File: src/rtl/ir_nec_transmitter_pkg.sv
// ir_pkg: shared state encoding and NEC unit-count constants for the IR transmitter
package ir_pkg;
  typedef enum logic [2:0] {
    ST_IDLE, ST_LEAD_MARK, ST_LEAD_SPACE, ST_BIT_MARK, ST_BIT_SPACE, ST_STOP_MARK, ST_GUARD
  } ir_tx_state_t;
  localparam int LEAD_MARK_U    = 16;
  localparam int LEAD_SPACE_U   = 8;
  localparam int REPEAT_SPACE_U = 4;
  localparam int ONE_SPACE_U    = 3;
  localparam int BIT_U          = 1;
  function automatic logic is_mark(ir_tx_state_t s);
    return s inside {ST_LEAD_MARK, ST_BIT_MARK, ST_STOP_MARK};
  endfunction
endpackage

File: src/rtl/ir_nec_transmitter_if.sv
// ir_nec_transmitter_if: request/status bundle between a client and the NEC transmitter
interface ir_nec_transmitter_if;
  logic       start;
  logic       repeat_req;
  logic [7:0] address;
  logic [7:0] command;
  logic       ready;
  logic       busy;
  logic       done;
  logic       envelope;
  logic       ir_out;
  modport master (output start, repeat_req, address, command,
                  input ready, busy, done, envelope, ir_out);
  modport slave  (input start, repeat_req, address, command,
                  output ready, busy, done, envelope, ir_out);
endinterface

File: src/rtl/ir_nec_transmitter_carrier.sv
// ir_carrier_gen: carrier phase counter; carrier_hi_o is the phase for the coming cycle
module ir_carrier_gen #(
  parameter int CARRIER_DIV  = 1316,
  parameter int CARRIER_HIGH = 439
) (
  input  logic clk,
  input  logic rst_n,
  input  logic restart_i,
  output logic carrier_hi_o
);
  localparam int CW = $clog2(CARRIER_DIV);
  logic [CW-1:0] cnt_q, cnt_d;
  assign cnt_d = (restart_i || cnt_q == CW'(CARRIER_DIV - 1)) ? '0 : cnt_q + 1'b1;
  assign carrier_hi_o = cnt_d < CW'(CARRIER_HIGH);
  // free-running period counter, forced to phase 0 as a mark begins
  always_ff @(posedge clk)
    cnt_q <= !rst_n ? '0 : cnt_d;
endmodule

File: src/rtl/ir_nec_transmitter.sv
// ir_nec_transmitter: NEC frame/repeat-code sequencer driving a 38 kHz modulated IR LED
module ir_nec_transmitter
  import ir_pkg::*;
#(
  parameter int UNIT_CYCLES  = 28125,
  parameter int CARRIER_DIV  = 1316,
  parameter int CARRIER_HIGH = 439,
  parameter int GUARD_UNITS  = 72
) (
  input logic                 clk,
  input logic                 rst_n,
  ir_nec_transmitter_if.slave tx
);
  localparam int UW = $clog2((GUARD_UNITS > LEAD_MARK_U ? GUARD_UNITS : LEAD_MARK_U) + 1);
  localparam int CW = $clog2(UNIT_CYCLES + 1);
  ir_tx_state_t  state_q, state_d;
  logic [CW-1:0] cyc_q;
  logic [UW-1:0] unit_q, dur;
  logic [4:0]    bit_q;
  logic [31:0]   sh_q;
  logic          rpt_q, ready_q, done_q, env_q, ir_q;
  logic          accept, unit_end, st_end, mark_d, carrier_hi;
  assign accept   = ready_q & (tx.start | tx.repeat_req);
  assign unit_end = cyc_q == CW'(UNIT_CYCLES - 1);
  assign st_end   = unit_end && unit_q == dur - 1'b1;
  assign mark_d   = is_mark(state_d);
  // length of the current state in NEC units
  always_comb
    dur = state_q == ST_LEAD_MARK  ? UW'(LEAD_MARK_U) :
          state_q == ST_LEAD_SPACE ? (rpt_q ? UW'(REPEAT_SPACE_U) : UW'(LEAD_SPACE_U)) :
          state_q == ST_BIT_SPACE  ? (sh_q[0] ? UW'(ONE_SPACE_U) : UW'(BIT_U)) :
          state_q == ST_GUARD      ? UW'(GUARD_UNITS) : UW'(BIT_U);
  // next state: advance when the current state's unit budget is used up
  always_comb begin
    state_d = state_q;
    case (state_q)
      ST_IDLE:       if (accept) state_d = ST_LEAD_MARK;
      ST_LEAD_MARK:  if (st_end) state_d = ST_LEAD_SPACE;
      ST_LEAD_SPACE: if (st_end) state_d = rpt_q ? ST_STOP_MARK : ST_BIT_MARK;
      ST_BIT_MARK:   if (st_end) state_d = ST_BIT_SPACE;
      ST_BIT_SPACE:  if (st_end) state_d = &bit_q ? ST_STOP_MARK : ST_BIT_MARK;
      ST_STOP_MARK:  if (st_end) state_d = ST_GUARD;
      ST_GUARD:      if (st_end) state_d = ST_IDLE;
      default:       state_d = ST_IDLE;
    endcase
  end
  // state, unit timer, payload shifter and registered outputs
  always_ff @(posedge clk)
    if (!rst_n) begin
      state_q <= ST_IDLE;
      cyc_q   <= '0;
      unit_q  <= '0;
      bit_q   <= '0;
      sh_q    <= '0;
      rpt_q   <= 1'b0;
      ready_q <= 1'b1;
      done_q  <= 1'b0;
      env_q   <= 1'b0;
      ir_q    <= 1'b0;
    end else begin
      state_q <= state_d;
      cyc_q   <= (state_d != state_q || unit_end || state_q == ST_IDLE) ? '0 : cyc_q + 1'b1;
      unit_q  <= (state_d != state_q) ? '0 : unit_q + UW'(unit_end);
      if (accept) begin
        sh_q  <= {~tx.command, tx.command, ~tx.address, tx.address};
        rpt_q <= ~tx.start;
        bit_q <= '0;
      end else if (state_q == ST_BIT_SPACE && st_end) begin
        sh_q  <= sh_q >> 1;
        bit_q <= bit_q + 1'b1;
      end
      ready_q <= state_d == ST_IDLE;
      done_q  <= state_q == ST_STOP_MARK && st_end;
      env_q   <= mark_d;
      ir_q    <= mark_d & carrier_hi;
    end
  ir_carrier_gen #(
    .CARRIER_DIV (CARRIER_DIV),
    .CARRIER_HIGH(CARRIER_HIGH)
  ) u_carrier (
    .clk         (clk),
    .rst_n       (rst_n),
    .restart_i   (mark_d & ~env_q),
    .carrier_hi_o(carrier_hi)
  );
  assign tx.ready    = ready_q;
  assign tx.busy     = ~ready_q;
  assign tx.done     = done_q;
  assign tx.envelope = env_q;
  assign tx.ir_out   = ir_q;
endmodule

File: src/flat_wrapper.sv
// flat-port wrapper written by rule: the top's interface ports become plain ports
module ir_nec_transmitter_flat import ir_pkg::*;
#(
  parameter int UNIT_CYCLES  = 28125,
  parameter int CARRIER_DIV  = 1316,
  parameter int CARRIER_HIGH = 439,
  parameter int GUARD_UNITS  = 72
)
  (clk, rst_n, tx_start, tx_repeat_req, tx_address, tx_command, tx_ready, tx_busy, tx_done, tx_envelope, tx_ir_out);
  ir_nec_transmitter_if tx_i ();
  input logic clk;
  input logic rst_n;
  input wire logic [$bits(tx_i.start)-1:0] tx_start;
  input wire logic [$bits(tx_i.repeat_req)-1:0] tx_repeat_req;
  input wire logic [$bits(tx_i.address)-1:0] tx_address;
  input wire logic [$bits(tx_i.command)-1:0] tx_command;
  output wire logic [$bits(tx_i.ready)-1:0] tx_ready;
  output wire logic [$bits(tx_i.busy)-1:0] tx_busy;
  output wire logic [$bits(tx_i.done)-1:0] tx_done;
  output wire logic [$bits(tx_i.envelope)-1:0] tx_envelope;
  output wire logic [$bits(tx_i.ir_out)-1:0] tx_ir_out;
  assign tx_i.start = tx_start;
  assign tx_i.repeat_req = tx_repeat_req;
  assign tx_i.address = tx_address;
  assign tx_i.command = tx_command;
  assign tx_ready = tx_i.ready;
  assign tx_busy = tx_i.busy;
  assign tx_done = tx_i.done;
  assign tx_envelope = tx_i.envelope;
  assign tx_ir_out = tx_i.ir_out;
  ir_nec_transmitter #(.UNIT_CYCLES(UNIT_CYCLES), .CARRIER_DIV(CARRIER_DIV), .CARRIER_HIGH(CARRIER_HIGH), .GUARD_UNITS(GUARD_UNITS)) u_core (.clk(clk), .rst_n(rst_n), .tx(tx_i));
endmodule
File: config.mk
export PLATFORM = sky130hd
export DESIGN_NAME = ir_nec_transmitter_flat
export DESIGN_NICKNAME = d
export VERILOG_FILES = /design/src/rtl/ir_nec_transmitter_pkg.sv /design/src/rtl/ir_nec_transmitter_if.sv /design/src/rtl/ir_nec_transmitter_carrier.sv /design/src/rtl/ir_nec_transmitter.sv /design/src/flat_wrapper.sv
export SDC_FILE = /design/constraint.sdc
export NUM_CORES = 1
export LEC_CHECK = 0
export BUFFER_PORTS_ARGS = -buffer_cell sky130_fd_sc_hd__clkbuf_2
export CAP_MARGIN = 30
export CORE_MARGIN = 4
export CORE_UTILIZATION = 50
export DETAILED_ROUTE_END_ITERATION = 16
export PLACE_DENSITY = 0.68
export SYNTH_ARGS = -nofsm -noshare
export SYNTH_HDL_FRONTEND = slang
export SYNTH_SLANG_ARGS = --single-unit
File: constraint.sdc
create_clock -name clk -period 3.4 [get_ports clk]
set_clock_uncertainty 0.05 [all_clocks]
set_input_delay 0.17 -clock clk [delete_from_list [all_inputs] [get_ports clk]]
set_output_delay 0.17 -clock clk [all_outputs]
set_load 0.02 [all_outputs]
* Yosys cells after proc, flatten, opt, wreduce, memory -nomap -nowiden
Cells that the tools add are included.
** Operators by class
- Bitwise gates (word level) :: 10
- Muxes and demuxes :: 19
- Multiply operators :: 0
- Equality and inequality tests :: 13
- Reductions and logical operators :: 14
- $add $sub $neg :: 5
- Shift operators :: 0
- Magnitude comparators :: 1
- Div/mod/pow operators :: 0
** Operators by type and width (count)
- $mux 32 :: 2
- $mux 7 :: 4
- $mux 3 :: 9
- $pmux 3 s7 :: 1
- $not 8->8 :: 2
- $add 15x1->15 const B :: 1
- $eq 15x15->1 const B :: 1
- $eq 3x3->1 const B :: 4
- $add 11x1->11 const B :: 1
- $eq 11x11->1 const B :: 1
- $lt 11x9->1 const B :: 1
- $mux 11 :: 1
- $eq 3x2->1 const B :: 3
- $add 7x1->7 :: 1
- $eq 7x7->1 :: 1
- $sub 7x1->7 const B :: 1
- $eq 3x1->1 const B :: 2
- $logic_not 3->1 :: 2
- $reduce_or 2->1 :: 3
- $add 5x1->5 const B :: 1
- $reduce_and 5->1 :: 1
- $mux 4 :: 1
- $not 1->1 :: 4
- $and 1x1->1 :: 3
- other kinds (7) :: 11
** Storage, ports and cells
- Memories kept :: 0
- Word-level logic and storage cells :: 73
- Bits in latches :: 0
- Bits of input ports :: 20
- ROM bits :: 0
- Flip-flop bits (word level) :: 78
- Output and inout port bits :: 5
- Memory bits (writable) :: 0

* Depth between registers and ports, before layout
Gate-level depths: netlist (run 1).
- Depth in word-level cells :: 17
- Mapped depth :: 13
- Depth with buffers taken out :: 10

* Cells and area by module
Synthesis (run 1) repeated with hierarchy kept, for this count alone.
** Second synthesis, totals
- Cells, all modules :: 451
- Area total of the unflattened synthesis :: 3926.3 um2
** Modules (own cells, without submodules)
- ir_nec_transmitter :: sequential area each 1341.3 um2, cells an instance 376, area each 3233.1 um2, instances 1
- ir_carrier_gen :: sequential area each 220.2 um2, cells an instance 75, area each 693.2 um2, instances 1

* Least setup slack after synthesis (run 1)
No wires, ideal clock.
- Kind :: reg-to-reg
- From :: register u_core.state_q[2]
- To :: register u_core.sh_q[0]
- Arrival time :: 2576 ps
- Required time :: 3218 ps
- Cell stages (with the launch flop) :: 14
- Setup slack :: 642 ps
- Clock period less this slack :: 2758 ps
- Buffers on the path :: 4
- Cell sequence :: dfxtp_1 > buf_6 > clkbuf_1 > nor2b_1 > nand3_1 > ha_1 > xnor2_1 > a311oi_2 > o2111a_2 > o211ai_1 > buf_6 > buf_6 > mux2i_1 > a21oi_1
** Between the ends
- Longest elaborated chain between the ends :: 10
- Elaborated cells between the ends (all ways) :: 13
- Those cells by class :: add/sub: 1; eq/ne: 5; mux: 4; reduce/logical: 3
** Ends and longest elaborated chain
- start: declaration :: RTL line ir_nec_transmitter.sv:16 : ir_tx_state_t state_q, state_d;
- start signal: assignment :: RTL line ir_nec_transmitter.sv:61 : state_q <= state_d;
- $eq 3x3->1 :: RTL line ir_nec_transmitter.sv:32 : state_q == ST_GUARD ? UW'(GUARD_UNITS) : UW'(BIT_U);
- $mux 7 :: RTL line ir_nec_transmitter.sv:32
- $mux 7 :: RTL line ir_nec_transmitter.sv:31 : state_q == ST_BIT_SPACE ? (sh_q[0] ? UW'(ONE_SPACE_U) : UW'(BIT_U)) :
- $mux 7 :: RTL line ir_nec_transmitter.sv:30 : state_q == ST_LEAD_SPACE ? (rpt_q ? UW'(REPEAT_SPACE_U) : UW'(LEAD_SPACE_U)) :
- $mux 7 :: RTL line ir_nec_transmitter.sv:29 : dur = state_q == ST_LEAD_MARK ? UW'(LEAD_MARK_U) :
- $sub 7x1->7 :: RTL line ir_nec_transmitter.sv:25 : assign st_end = unit_end && unit_q == dur - 1'b1;
- $eq 7x7->1 :: RTL line ir_nec_transmitter.sv:25
- $logic_and 1x1->1 :: RTL line ir_nec_transmitter.sv:25
- $logic_and 1x1->1 * :: RTL line ir_nec_transmitter.sv:68 : end else if (state_q == ST_BIT_SPACE && st_end) begin
- $reduce_bool 2->1 (no source line) *
- end signal: assignment :: RTL line ir_nec_transmitter.sv:65 : sh_q <= {~tx.command, tx.command, ~tx.address, tx.address};
- end signal: assignment :: RTL line ir_nec_transmitter.sv:69 : sh_q <= sh_q >> 1;
- end: declaration :: RTL line ir_nec_transmitter.sv:20 : logic [31:0] sh_q;
Mark *: on every way between the ends. The rest lies on a longest branch, timed or not.
A chain may end at the register's enable or synchronous reset.

* Worst setup path in the final report (run 1)
- From :: register u_core.state_q[0]
- To :: register u_core.sh_q[23]
Same word-level chain as after synthesis.

==> flow_metrics.tcl, run 1 <==
set metrics [dict create \
    outcome "complete, no violations" \
    grt-ovfl-total 0 \
    dpl.cell_count 553 \
    vdd_ir_drop_max_mv 0.183 \
    port_buffers 24 \
    required_ns 3.63 \
    finalNonFillerCells 569 \
    synth_cells 448 \
    cts.clk_slew.worst_paths_ns 0.09 \
    num_antenna_cells 0 \
    worst_pin_slew_ns 0.729 \
    drive_gt1_share_pct 12.6 \
    synth.most_common_cell "dfxtp_1" \
    grtUsageTotal_pct 18.1 \
    powerDensity_nw_per_um2 464 \
    clockBufferDepth 2 \
    synth_commonest_cells "dfxtp_1, nand2_1, a21oi_1" \
    cp_max_fo 37 \
    dp_slack_ns 0.278 \
    vias 3292 \
    synthesis.nets 476 \
    timing.final.crit_share_pct 92.8 \
    grt_start_max_net_pins 38 \
    min_path_type "primary input to flop" \
    multi_input_area_um2 2210 \
    drc 0 \
    setup_viol 0 \
    path_class "flop to flop" \
    hpwlAfterDp_um 5710 \
    gp_congestion 0.902 \
    grt_pass1_vias 3186 \
    synth.largest_area_cell "dfxtp_1" \
    antenna_found_initial 0 \
    drt-total-wl_um 8340 \
    tritoncts "built" \
    synthFlopType "dfxtp_1" \
    tns_ns 0 \
    cp_data_arrival_time_ns 3.38 \
    maxSlewViolCount 0 \
    synth_edf_count 0 \
    power_leakage_uw 0.00186 \
    fmax_mhz 317 \
    slew_headroom_pct 51.2 \
    grt_first_pass_wirelength_um 14400 \
    cts_setup_buffers 0 \
    htree_levels 3 \
    fillers 734 \
    core-area_um2 7690 \
    cts_made_buffers 9 \
    cts_hold_buf 0 \
    ant_nets 0 \
    max_cap_violations 0 \
    dr.pass1.iters 4 \
    die-area_um2 9380 \
    synth_seq_area_share_pct 39.5 \
    yosysTopAreaCellShare_pct 39.5 \
    die_x_um 96.9 \
    cts_resized 0 \
    setup.worst_path.start_class "flop" \
    cp-end-kind "flop" \
    rsz0062_at_grt "false" \
    ys_seq_elements 78 \
    setup_slack_ns 0.244 \
    synth.avg_cell_area_um2 8.81 \
    die-height_um 96.9 \
    drt-wirelength-per-cell_um 14.7 \
    num_rows 32 \
    syn_area_um2 3950 \
    synthArstFlopShare_pct 0 \
    num_io_pins 25 \
    hold_violations 0 \
    nets 490 \
    final_util_pct 56.5 \
    cts_sinks 78 \
    whs_ns 0.0219 \
    first_iter_violations 115 \
    synthTopCellsByArea "dfxtp_1, mux2i_1, a21oi_1, nand2_1, xor2_1" \
    syn2layout_area_growth_pct 9.95 \
    yosys_warnings 0 \
    ys_types 58 \
    period_needed_ns 3.16 \
    vias_per_cell 5.79 \
    root_buffer "clkbuf_8" \
    start_util_pct 51.4 \
    seqCellArea_um2 1560 \
    insertion_delay_ns 0.35 \
]
-- placed cells by master, fill, tap and decap left out, types with 2 or more instances in the layout --
cell	netlist	routed
clkinvlp_4	0	2
a211oi_1	4	4
and2_1	3	3
dfxtp_1	78	78
nor2b_1	2	2
nand4_1	5	5
inv_6	0	2
o21a_1	2	2
nand2b_1	3	3
xnor2_1	14	14
nor4_1	16	16
nor3_1	18	18
and4_1	3	3
o211ai_1	7	7
buf_4	0	8
nand2_1	49	49
ha_1	8	8
a21oi_1	42	42
clkbuf_8	0	9
inv_1	10	10
and3_1	11	11
xor2_1	18	18
o21ai_0	19	19
or3_1	3	3
a31oi_1	2	2
nor4bb_1	3	3
nor3b_1	5	5
mux2i_1	35	35
bufinv_16	0	2
nand3_1	16	16
nor2_1	14	14
clkbuf_2	0	24
-- cell type report --
class	instances	area share (%)
Tap cell	102	2.94
Multi-Input combinational cell	331	50.8
Inverter	10	0.865
Clock buffer	9	2.85
Sequential cell	78	36.0
Clock inverter	7	2.39
Timing Repair Buffer	32	4.15
-- stage by stage --
step / power, uW / area (um^2)
after global placement: 1240 / 4110
after global routing: 2110 / 4340
after detailed placement: 1250 / 4110
final: 2010 / 4340
after floorplan: 1180 / 3950
after CTS: 2030 / 4340
-- registers in the layout, summed over array words and instances, names as in the netlist --
signal,count
u_core.sh_q,32
u_core.cyc_q,15
u_core.u_carrier.cnt_q,11
u_core.unit_q,7
u_core.bit_q,5
u_core.state_q,3
u_core.rpt_q,1
u_core.tx.done,1
u_core.tx.envelope,1
u_core.tx.ir_out,1
u_core.tx.ready,1
-- final timing paths --
kind | endpoint | slack [ns] | startpoint | cells past startpoint
worst max-delay path | u_core.sh_q[23] | 0.24 | u_core.state_q[0] | 10
worst min-delay path | u_core.sh_q[25] | 0.02 | tx_command[1] | 4
worst max register to register | u_core.sh_q[23] | 0.24 | u_core.state_q[0] | 10
worst min register to register | u_core.bit_q[3] | 0.44 | u_core.bit_q[3] | 2
-- report_power, final --
group          total, uW  internal [uW]  switching [uW]  leakage, uW
clock network        790            423             367     0.000108
logic                224           85.1             139      0.00112
registers           1000            963            37.0     0.000638
total               2010           1470             543      0.00186
-- per-layer routing --
layer  vias to the layer above  track usage, %  part of all wire [%]
met5                         -               0                     0
met4                         0            8.86                   1.6
met3                        13            3.24                   3.5
met2                        80            29.0                    47
met1                      1546            23.4                    48
li1                       1653               -                     -
-- critical path, cell delays in order, from the launching register on --
cell	delay [ns]
dfxtp_1	0.50
or3b_1	0.42
nand2_1	0.13
ha_1	0.25
xor2_1	0.18
a31oi_1	0.12
o31ai_2	0.52
o211ai_1	0.14
buf_4	0.33
mux2i_1	0.18
a211oi_1	0.23
-- cell families (layout without fill, tap and decap cells) --
kind of cell,count (synthesis),after routing,share of synthesized area [%]
and+or+nand+nor,160,160,21.6
AOI/OAI and AO/OA,95,95,15.2
DFF,78,78,39.5
buffers and inverters,39,58,4.85
muxes,36,36,9.16
xor gates and xnor gates,32,32,7.10
adders and majority gates,8,8,2.53
(Power assumes the default switching activity.)
==> run 2, diff against run 1 <==
SETUP_SLACK_MARGIN = 0.3   (was unset)
==> flow_metrics.tcl, run 2 (synthesis results as in run 1) <==
set metrics [dict create \
    vias_per_cell 5.74 \
    num_rows 32 \
    placed_cell_area_um2 4110 \
    slew_headroom_pct 50.8 \
    cts.clk_slew.worst_paths_ns 0.09 \
    htree_levels 3 \
    cp-end-kind "flop" \
    wl_met1_um 3970 \
    layout_common_cells "dfxtp_1, nand2_1, a21oi_1, mux2i_1, clkbuf_2" \
    period_needed_ns 2.97 \
    drive_gt1_share_pct 13.1 \
    first_iter_violations 146 \
    insertion_delay_ns 0.35 \
    ant_nets 0 \
    power_leakage_uw 0.00187 \
    whs_endpoint "u_core.sh_q[28]" \
    powerDensity_nw_per_um2 462 \
    port_buffers 24 \
    setup_slack_ns 0.427 \
    largest_reg_flops 32 \
    wl_met3_um 295 \
    fmax_mhz 336 \
    cpPeakStageDelay_ns 0.45 \
    core-area_um2 7690 \
    rsz0062_at_grt "false" \
    syn2layout_area_growth_pct 10.5 \
    largestRegisters "u_core.sh_q (32), u_core.cyc_q (15), u_core.u_carrier.cnt_q (11)" \
    cts_hold_buf 0 \
    required_ns 3.62 \
    power_uw 2020 \
    vdd_ir_drop_max_mv 0.180 \
    fillers 735 \
    num_antenna_cells 0 \
    hold_violations 0 \
    dpl.cell_count 553 \
    grtUsageTotal_pct 18.2 \
    worstHoldStart "tx_command[4]" \
    vias 3266 \
    root_buffer "clkbuf_8" \
    hpwlAfterDp_um 5710 \
    drc 0 \
    drt-wirelength-per-cell_um 14.8 \
    maxSlewViolCount 0 \
    path_class "flop to flop" \
    hold-path-cell-count 4 \
    clockBufferDepth 2 \
    mostFrequentLayoutCell "dfxtp_1" \
    dr.pass1.iters 4 \
    grt_pass1_vias 3201 \
    tns_ns 0 \
    worst_pin_slew_ns 0.735 \
    cp_max_fo 37 \
    die_x_um 96.9 \
    r2r_end "u_core.sh_q[23]" \
    crit_slowest_cell "dfxtp_2" \
    die-area_um2 9380 \
    die-height_um 96.9 \
    max_cap_violations 0 \
    tritoncts "built" \
    grt-ovfl-total 0 \
    gp_congestion 0.902 \
    outcome "complete, no violations" \
    nets 490 \
    setup.worst_path.start_class "flop" \
    start_util_pct 51.4 \
    num_io_pins 25 \
    cts_made_buffers 9 \
    cts_setup_buffers 0 \
    fin_area_um2 4360 \
    cp_data_arrival_time_ns 3.19 \
    antenna_found_initial 0 \
    setup_viol 0 \
    timing.final.crit_share_pct 87.4 \
    r2r_start "u_core.state_q[0]" \
    grt_start_max_net_pins 38 \
    grt_first_pass_wirelength_um 14500 \
    top_register "u_core.sh_q" \
    drt-total-wl_um 8420 \
    reg2reg_slack_ns 0.43 \
    cts_sinks 78 \
    finalNonFillerCells 569 \
    dp_slack_ns 0.278 \
    min_path_type "primary input to flop" \
    crit_chain "or3b_1 -> nand2_1 -> ha_1 -> xnor2_1 -> a311oi_2 -> o2111a_2 -> o211ai_1 -> buf_6 -> mux2i_1 -> a211oi_1" \
    wl_met2_um 4020 \
    top_layer "met4" \
    r2r_cells 10 \
]
-- run 2: layout make-up --
| class | instances | area, um^2 | share of cell area [%] |
|---|---|---|---|
| inverter | 10 | 37.5 | 0.861 |
| clock buffer | 9 | 124 | 2.84 |
| clock inverter | 7 | 104 | 2.38 |
| sequential | 78 | 1560 | 35.8 |
| tap | 102 | 128 | 2.93 |
| timing repair buffer | 32 | 184 | 4.22 |
| multi-input combinational | 331 | 2220 | 50.9 |
-- run 2: worst max-delay path by stage --
stage / start / to / slack (ns) / cells past startpoint
after global routing: u_core.state_q[0] / u_core.cyc_q[4] / 0.27 / 10
after detailed placement: u_core.state_q[0] / u_core.sh_q[23] / 0.28 / 10
after CTS: u_core.state_q[0] / u_core.sh_q[23] / 0.39 / 10
final: u_core.state_q[0] / u_core.sh_q[23] / 0.43 / 10
after floorplan: u_core.state_q[2] / u_core.sh_q[0] / 0.64 / 13
after global placement: u_core.state_q[0] / u_core.sh_q[23] / 0.41 / 10
-- run 2: where the power goes --
part / switching [uW] / leakage [uW] / internal (uW) / total (uW)
registers: 37.7 / 0.000639 / 964 / 1000
clock network: 365 / 0.000108 / 423 / 789
logic: 140 / 0.00112 / 86.0 / 226
total: 543 / 0.00187 / 1470 / 2020
-- run 2: per-layer routing --
metal,track usage [%],vias up
met2,29.4,62
met5,0,-
met4,8.96,0
li1,-,1648
met1,23.5,1544
met3,3.24,12
-- run 2: critical path, delay by kind of cell, from the launching register on --
family	cells	cell delay [ns]
AOI/OAI and AO/OA	4	0.99
xor gates and xnor gates	1	0.14
and+or+nand+nor	2	0.57
buffers and inverters	1	0.26
adders and majority gates	1	0.26
muxes	1	0.16
DFF	1	0.45
-- run 2: timing repair --
action / CTS / global route
gates resized for setup: 2 / 2
setup endpoints to repair: 2 / 61
gates cloned: 0 / 0
-- run 2: through the flow --
step	utilization, %	hold slack [ns]
6_report	56.7	0.0258
2_1_floorplan	-	0.216
5_1_grt	56.7	0.0150
3_5_place_dp	53.5	0.394
3_3_place_gp	53.5	0.387
4_1_cts	56.6	0.00530
==> run 3, diff against run 2 <==
CELL_PAD_IN_SITES_DETAIL_PLACEMENT = 1   (was unset)
CELL_PAD_IN_SITES_GLOBAL_PLACEMENT = 2   (was unset)
CORE_UTILIZATION = 38   (was 50)
PLACE_DENSITY = unset   (was 0.68)
PLACE_DENSITY_LB_ADDON = 0.1   (was unset)
==> flow_metrics.tcl, run 3 (synthesis results as in run 1) <==
set metrics [dict create \
    whs_endpoint "u_core.sh_q[26]" \
    swShare_pct 26.8 \
    clockBufferDepth 2 \
    drt-wirelength-per-cell_um 15.8 \
    first_iter_violations 136 \
    powerDensity_nw_per_um2 452 \
    cp-end-kind "flop" \
    core-area_um2 9950 \
    path_class "flop to flop" \
    num_rows 36 \
    vdd_ir_drop_max_mv 0.184 \
    cts_sinks 78 \
    reg2reg_slack_ns 0.48 \
    hpwlAfterDp_um 6460 \
    largest_reg_flops 32 \
    crit_slowest_cell "dfxtp_2" \
    clockPowerShare_pct 38.2 \
    dr.pass1.iters 4 \
    root_buffer "clkbuf_8" \
    nets 495 \
    p_int_uw 1460 \
    min_path_type "primary input to flop" \
    start_util_pct 39.7 \
    cp_max_fo 37 \
    grt_start_max_net_pins 52 \
    tritoncts "built" \
    r2r_cells 10 \
    layout_common_cells "dfxtp_1, nand2_1, a21oi_1, mux2i_1, clkbuf_2" \
    tns_ns 0 \
    setup_viol 0 \
    mostFrequentLayoutCell "dfxtp_1" \
    fmax_mhz 342 \
    multi_input_area_um2 2220 \
    gp_congestion 0.822 \
    max_cap_violations 0 \
    finalNonFillerCells 605 \
    ant_nets 0 \
    power_leakage_uw 0.00189 \
    drc 0 \
    cpPeakStageDelay_ns 0.44 \
    drive_gt1_share_pct 13.3 \
    antenna_found_initial 0 \
    p_sw_uw 537 \
    worstHoldStart "tx_command[2]" \
    power_uw 2000 \
    die-area_um2 12100 \
    num_antenna_cells 0 \
    vias_per_cell 5.48 \
    num_io_pins 25 \
    grt_first_pass_wirelength_um 16400 \
    grt_pass1_vias 3329 \
    timing.final.crit_share_pct 85.9 \
    final_util_pct 44.5 \
    cts.clk_slew.worst_paths_ns 0.08 \
    htree_levels 3 \
    grt-ovfl-total 0 \
    period_needed_ns 2.92 \
    seqCellArea_um2 1560 \
    slew_headroom_pct 55.4 \
    hold-path-cell-count 4 \
    fillers 1196 \
    largestRegisters "u_core.sh_q (32), u_core.cyc_q (15), u_core.u_carrier.cnt_q (11)" \
    syn2layout_area_growth_pct 12.2 \
    crit_chain "or3b_1 -> nand2_1 -> ha_1 -> xnor2_1 -> a311oi_2 -> o2111a_2 -> o211ai_1 -> buf_12 -> mux2i_1 -> a211oi_1" \
    cp_data_arrival_time_ns 3.14 \
    maxSlewViolCount 0 \
    drt-total-wl_um 9590 \
    vias 3315 \
    die-height_um 110 \
    pwr-share-comb_pct 11.7 \
    r2r_end "u_core.sh_q[23]" \
    die_x_um 110 \
    dpl.cell_count 586 \
    port_buffers 24 \
    cts_made_buffers 9 \
    insertion_delay_ns 0.36 \
    pwr-share-seq_pct 50.1 \
    rsz0062_at_grt "false" \
    required_ns 3.61 \
    r2r_start "u_core.state_q[0]" \
    outcome "complete, no violations" \
    hold_violations 0 \
    setup.worst_path.start_class "flop" \
    top_register "u_core.sh_q" \
    worst_pin_slew_ns 0.664 \
    grtUsageTotal_pct 17.1 \
]
-- run 3: power groups by stage --
stage          Clock [uW]  Sequential (uW)  Combinational [uW]
2_1_floorplan           0             1010                 166
3_3_place_gp            0             1020                 227
3_5_place_dp            0             1020                 235
4_1_cts               789             1000                 237
5_1_grt               827             1010                 266
6_report              765             1000                 234
-- run 3: final cells by class --
class / instances / area share, %
multi-input combinational: 331 / 50.0
sequential: 78 / 35.3
timing repair buffer: 37 / 5.25
tap: 133 / 3.76
clock buffer: 10 / 2.88
clock inverter: 6 / 1.95
inverter: 10 / 0.847
-- run 3: how the worst max path moves through the flow --
stage,start,endpoint,depth (start not counted)
floorplan,u_core.state_q[2],u_core.sh_q[0],13
finish,u_core.state_q[0],u_core.sh_q[23],10
global route,u_core.state_q[1],u_core.cyc_q[6],11
global placement,u_core.state_q[0],u_core.sh_q[23],10
CTS,u_core.state_q[0],u_core.sh_q[23],10
detailed placement,u_core.state_q[0],u_core.sh_q[23],10
-- run 3: through the flow --
stage               hold WS, ns  instance area, um^2  setup slack (ns)
finish                   0.0212                 4430             0.478
CTS                     0.00654                 4400             0.342
global placement          0.379                 4170             0.399
detailed placement        0.380                 4170             0.184
floorplan                 0.216                 3950             0.642
global route             0.0243                 4430             0.293
-- run 3: worst max-delay path: cells and delay by family (launching register included) --
kind	cells	cell delay, ns
flops	1	0.44
fa+ha+maj	1	0.25
buf+inv	1	0.24
xor+xnor	1	0.16
compound gates	4	1.00
mux	1	0.15
simple gates	2	0.55
-- run 3: layer usage --
| metal | GRT usage (%) | vias to the layer above | share of wire (%) |
|---|---|---|---|
| li1 | - | 1657 | - |
| met1 | 22.6 | 1610 | 49 |
| met2 | 27.5 | 37 | 47 |
| met3 | 3.70 | 11 | 3.0 |
| met4 | 5.61 | 0 | 1.3 |
| met5 | 0 | - | 0 |
-- run 3: what timing repair did --
item | CTS | global route
pin swaps | 0 | 3
resized for setup | 2 | 3
setup endpoints to repair | 22 | 42
endpoints found under the hold margin | 1 | 0
buffers inserted | 0 | 2
hold buffers | 1 | 0
